$ cat config.mk
export PLATFORM = sky130hd
export DESIGN_NAME = fifo_wr_arb
export DESIGN_NICKNAME = d
export VERILOG_FILES = /design/src/rtl/fifo_arb_pkg.sv /design/src/rtl/fifo_wr_arb_rr_pick.sv /design/src/rtl/fifo_wr_arb.sv
export SDC_FILE = /design/constraint.sdc
export NUM_CORES = 1
export LEC_CHECK = 0
export BUFFER_PORTS_ARGS = -buffer_cell sky130_fd_sc_hd__clkbuf_2
export CORE_ASPECT_RATIO = 1.4
export CORE_MARGIN = 2
export CORE_UTILIZATION = 29
export DETAILED_ROUTE_END_ITERATION = 12
export HOLD_SLACK_MARGIN = 0.02
export PLACE_DENSITY = 0.56
export RECOVER_POWER = 50
export SLEW_MARGIN = 20
export SYNTH_ARGS = -nofsm -noshare
export SYNTH_HDL_FRONTEND = slang
export SYNTH_HIERARCHICAL = 1
export SYNTH_SLANG_ARGS = --single-unit
$ cat constraint.sdc
create_clock -name clk -period 3.99 [get_ports clk]
set_input_delay 0.1995 -clock clk [delete_from_list [all_inputs] [get_ports clk]]
set_output_delay 0.1995 -clock clk [all_outputs]
set_load 0.02 [all_outputs]
$ cat src/rtl/fifo_arb_pkg.sv
// Shared constants and state encoding for the FIFO write-port arbiter.
// FIFO_ARB_BURST_EN (see fifo_wr_arb.sv) enables the burst-lock feature.
package fifo_arb_pkg;

   localparam int unsigned NReqDefault     = 4;
   localparam int unsigned DWidthDefault   = 5;
   localparam int unsigned BurstLenDefault = 4;

   typedef enum logic {
      StArb  = 1'b0,
      StLock = 1'b1
   } arb_state_e;

endpackage

$ cat src/rtl/fifo_wr_arb_rr_pick.sv
// Combinational round-robin picker: first requesting index at or after start_i, wrapping.
module rr_pick #(
   parameter int unsigned N = 4
) (
   input  logic [N-1:0]         req_i,
   input  logic [$clog2(N)-1:0] start_i,
   output logic [N-1:0]         gnt_o,
   output logic                 valid_o
);

   localparam int unsigned W = $clog2(N);
   localparam logic [W:0] NVal = (W + 1)'(N);

   always_comb begin
      logic [W:0] pos;
      logic       found;
      gnt_o = '0;
      found = 1'b0;
      pos   = '0;
      for (int unsigned k = 0; k < N; k++) begin
         // start_i < N and k < N, so one conditional subtract wraps into range
         pos = {1'b0, start_i} + k[W:0];
         if (pos >= NVal) begin
            pos = pos - NVal;
         end
         if (!found && req_i[pos[W-1:0]]) begin
            gnt_o[pos[W-1:0]] = 1'b1;
            found             = 1'b1;
         end
      end
   end

   assign valid_o = |gnt_o;

endmodule

$ cat src/rtl/fifo_wr_arb.sv
// Round-robin arbiter sharing one FIFO write port among NREQ requesters, zero-latency grant.
// Define FIFO_ARB_BURST_EN to let a winner hold the port for up to BURST_LEN transfers.
module fifo_wr_arb
   import fifo_arb_pkg::*;
#(
   parameter int unsigned NREQ      = NReqDefault,
   parameter int unsigned dwidth    = DWidthDefault,
   parameter int unsigned BURST_LEN = BurstLenDefault
) (
   input  logic                     clk,
   input  logic                     rst,
   input  logic [NREQ-1:0]          req,
   input  logic [NREQ*dwidth-1:0]   data_in,
   input  logic                     fifo_full,
   output logic [NREQ-1:0]          gnt,
   output logic                     fifo_wr_en,
   output logic [dwidth-1:0]        fifo_data,
   output logic [$clog2(NREQ)-1:0]  owner
);

   localparam int unsigned OW = $clog2(NREQ);

   if (NREQ < 2 || NREQ > 16) begin : g_bad_nreq
      $error("fifo_wr_arb: NREQ must be within 2..16");
   end
   if (BURST_LEN < 2 || BURST_LEN > 255) begin : g_bad_burst
      $error("fifo_wr_arb: BURST_LEN must be within 2..255");
   end

   logic [OW-1:0]   owner_q;
   logic [OW-1:0]   start_idx;
   logic [OW-1:0]   win_idx;
   logic [NREQ-1:0] owner_oh;
   logic [NREQ-1:0] req_eff;
   logic [NREQ-1:0] pick_oh;
   logic            pick_vld;
   logic            xfer;
   logic            lock_hold;

   assign owner_oh  = NREQ'(1) << owner_q;
   assign start_idx = (owner_q == OW'(NREQ - 1)) ? '0 : owner_q + 1'b1;
   // A lock only restricts the search while its owner keeps requesting; once the owner
   // drops, another requester can win in that same cycle.
   assign req_eff   = lock_hold ? (req & owner_oh) : req;

   rr_pick #(
      .N(NREQ)
   ) u_pick (
      .req_i  (req_eff),
      .start_i(start_idx),
      .gnt_o  (pick_oh),
      .valid_o(pick_vld)
   );

   always_comb begin
      gnt       = '0;
      fifo_data = '0;
      win_idx   = '0;
      if (!rst && !fifo_full && pick_vld) begin
         gnt = pick_oh;
      end
      for (int unsigned i = 0; i < NREQ; i++) begin
         if (gnt[i]) begin
            fifo_data = data_in[i*dwidth +: dwidth];
            win_idx   = i[OW-1:0];
         end
      end
   end

   assign fifo_wr_en = |gnt;
   assign xfer       = fifo_wr_en;

   always_ff @(posedge clk or posedge rst) begin
      if (rst) begin
         owner_q <= OW'(NREQ - 1);
      end else if (xfer) begin
         owner_q <= win_idx;
      end
   end

   assign owner = owner_q;

`ifdef FIFO_ARB_BURST_EN
   localparam int unsigned CW = $clog2(BURST_LEN + 1);
   // The entry transfer is the first of the burst, so the lock counts BURST_LEN-1 more.
   localparam logic [CW-1:0] LastCnt = CW'(BURST_LEN - 2);

   arb_state_e    state_q, state_d;
   logic [CW-1:0] cnt_q, cnt_d;

   always_ff @(posedge clk or posedge rst) begin
      if (rst) begin
         state_q <= StArb;
         cnt_q   <= '0;
      end else begin
         state_q <= state_d;
         cnt_q   <= cnt_d;
      end
   end

   always_comb begin
      state_d = state_q;
      cnt_d   = cnt_q;
      if (xfer) begin
         if (lock_hold) begin
            if (cnt_q == LastCnt) begin
               state_d = StArb;
               cnt_d   = '0;
            end else begin
               cnt_d = cnt_q + 1'b1;
            end
         end else begin
            state_d = StLock;
            cnt_d   = '0;
         end
      end else if (state_q == StLock && !req[owner_q]) begin
         state_d = StArb;
         cnt_d   = '0;
      end
   end

   assign lock_hold = (state_q == StLock) && req[owner_q];
`else
   assign lock_hold = 1'b0;
`endif

endmodule

==> flow_summary_export.csv <==
group,metric,value,unit
worst_setup_path,cp_data_arrival_time,3.54,ns
sta,period_needed,3.74,ns
layout,drive_above_1_share,45.8,%
layout,antenna_cells,0,
global_routing,grt.total_usage,15.8,%
worst_setup_path,critPathTopFamily,"simple AND/OR/NAND/NOR gates",
yosys,syn_area_per_cell,8.01,um^2
layout,largest_register_ff_count,2,
sta,setup_violations,0,
route,drcViolationCount,0,
route,ant_nets,0,
placement,dp_slack,0.269,ns
global_routing,grt_pass1_vias,714,
route,routed_wl,1.97,mm
floorplan,core.rowCount,20,
worst_setup_path,cp-end-kind,"primary output",
yosys,synth.yosys.seq_area_share,8.30,%
route,num_vias,801,
sta,maxSlewViolCount,0,
clocking,path_clk_slew,0.03,ns
yosys,syn_area,633,um^2
yosys,ys_types,27,
outcome,outcome,"completed",
sta,worst_slack,0.247,ns
layout,area_growth,42.3,%
clocking,tritoncts,"yes",
layout,fin_nets,156,
yosys,synth_area_leader_cell,"mux4_2",
yosys,synth-seq-cells,2,
worst_setup_path,crit_slowest_cell,"dfstp_2",
route,drt-initial-drc-count,17,
route,viasPerCell,5.64,
route,drtPass1Iterations,4,
yosys,synthArstFlopShare,100,%
sta,finalClockSkew,0.00690,ns
worst_setup_path,path_buf_inv,2,
yosys,synth_edf_count,0,
global_routing,grt_first_pass_wirelength,3.21,mm
worst_setup_path,cp_data_required_time,3.79,ns
worst_setup_path,cp_max_fo,9,
yosys,synth_area_leaders,"mux4_2, ha_1, dfstp_2",
placement,hpwl,1.58,mm
sta,fmax,0.267,GHz
clocking,cts_buffer_depth,2,
clocking,clk_latency,0.22,ns
placement,io_buffers,38,
placement,gp_congestion,0.824,
floorplan,die-height,59.3,um
worst_setup_path,max_stage_delay,0.56,ns
clocking,htreeDepth,1,
floorplan,core_area,2130,um^2
yosys,yosys_warnings,6,
worst_setup_path,r2r_end,"owner[1]$_DFFE_PP1P_",
sta,hold_violations,0,
worst_setup_path,r2r_slack,0.66,ns
floorplan,start_util,29.8,%
hold_path,hp-class,"in2async",
floorplan,dieArea,2580,um^2
global_routing,antenna_found_initial,0,
floorplan,io_pins,39,
clocking,cts_buffers,3,
yosys,synthesis.nets,113,
worst_setup_path,regToRegStartpoint,"owner[0]$_DFFE_PP1P_",
yosys,yosysTopAreaCellShare,14.2,%
worst_setup_path,crit_chain,"ha_1, inv_1, ha_1, mux4_2, nand2_1, o21ai_0, a221o_2, or4_1, nor3b_4, o211ai_1, o21ai_1, clkbuf_2",
worst_setup_path,worstSetupStartpointType,"flop",
sta,tns,0,ns
sta,slew_headroom,79.1,%
yosys,synthCells,79,
sta,grt_setup_unrepaired,"no",
sta,fin_crit_sh,93.8,%
worst_setup_path,worst_r2r_path_depth,11,
clocking,cts-root-buf,"clkbuf_4",
floorplan,die_w,43.5,um
sta,tightest_slew,0.314,ns
global_routing,grt_overflow_total,0,
worst_setup_path,path_common_cell,"ha_1",
clocking,cts_hold_buf,0,
clocking,clock_sinks,2,
worst_setup_path,criticalPathCategory,"reg2out",
route,routedWlPerCell,13.9,um
global_routing,grt_max_degree,11,
yosys,synth-main-ff-cell,"dfstp_2",
run,drv_cap,0,
-- layout by cell type, fill, tap and decap left out, types with 2 or more instances in the layout --
master	instances
a21oi_1	3
a221o_1	2
a221o_2	2
a221oi_1	4
and2_1	2
buf_4	3
clkbuf_1	3
clkbuf_2	35
clkbuf_4	3
dfstp_2	2
ha_1	7
inv_1	5
mux4_2	4
nand2_1	9
nand3_1	4
nor2_1	6
nor3b_2	2
o211ai_1	4
o21ai_0	4
o21ai_1	7
-- layout make-up --
| class | count | area, um^2 |
|---|---|---|
| clock buffers | 3 | 22.5 |
| fillers | 214 | 1230 |
| inverters | 5 | 18.8 |
| multi-input cells | 69 | 571 |
| flip-flops and latches | 2 | 52.6 |
| well taps | 22 | 27.5 |
| repair buffers | 41 | 209 |
-- cell families (layout without fill, tap and decap cells) --
logic type	count (synthesis)	after routing	synth area share [%]
compound gates	29	29	32.0
simple gates	28	29	24.5
flops	2	2	8.30
fa+ha+maj	7	7	13.8
mux	4	4	14.2
buf+inv	9	49	7.11
-- metal layers --
metal  track usage, %  vias up  part of all wire (%)
met2             30.3       41                    53
met5                0        -                     0
li1                 -      391                     -
met4             1.30        0                     0
met3             2.44        0                   7.7
met1             18.8      369                    39
-- worst reg2reg max path: stages, from the launching register on --
cell and delay, ns:
dfstp_2 0.56, ha_1 0.32, inv_1 0.14, ha_1 0.26, mux4_2 0.39, nand2_1 0.10, o21ai_0 0.07, a221o_2 0.39
or4_1 0.55, or3b_4 0.32, o21ai_1 0.08, o21ai_1 0.08
-- repair_timing --
action | CTS | global route
setup endpoints to repair | 0 | 10
gates resized for setup | 0 | 4
buffers inserted | 0 | 1
-- cells in the mapped netlist (2+ instances only) --
master    number
inv_1          5
a221oi_1       4
buf_2          3
o21ai_0        4
ha_1           7
and2_1         2
o211ai_1       4
a221o_2        2
nand2_1        9
nand3_1        4
o21ai_1        7
dfstp_2        2
nor2_1         6
a21oi_1        3
mux4_2         4
a221o_1        2
-- worst max path at each step --
stage	from	slack [ns]	end	cells after the start
2_1_floorplan	owner[0]$_DFFE_PP1P_	0.28	fifo_data[1]	11
3_3_place_gp	owner[0]$_DFFE_PP1P_	0.39	fifo_data[3]	11
3_5_place_dp	owner[0]$_DFFE_PP1P_	0.27	fifo_data[3]	11
4_1_cts	owner[0]$_DFFE_PP1P_	0.02	fifo_data[3]	11
5_1_grt	owner[0]$_DFFE_PP1P_	0.04	fifo_data[3]	12
6_report	owner[0]$_DFFE_PP1P_	0.25	fifo_data[3]	12
-- metrics by stage --
step / hold slack, ns / instance area (um^2) / std cells / util [%]
finish: 0.116 / 901 / 142 / 42.4
floorplan: 0.111 / 633 / 79 / -
CTS: 0.0253 / 862 / 140 / 40.5
global placement: 0.258 / 840 / 137 / 39.5
detailed placement: 0.270 / 840 / 137 / 39.5
global route: 0.120 / 901 / 142 / 42.4
Power is left out: the tool's default activity adds up to more than one toggle a clock period on the data nets, which glitch-free logic cannot reach.
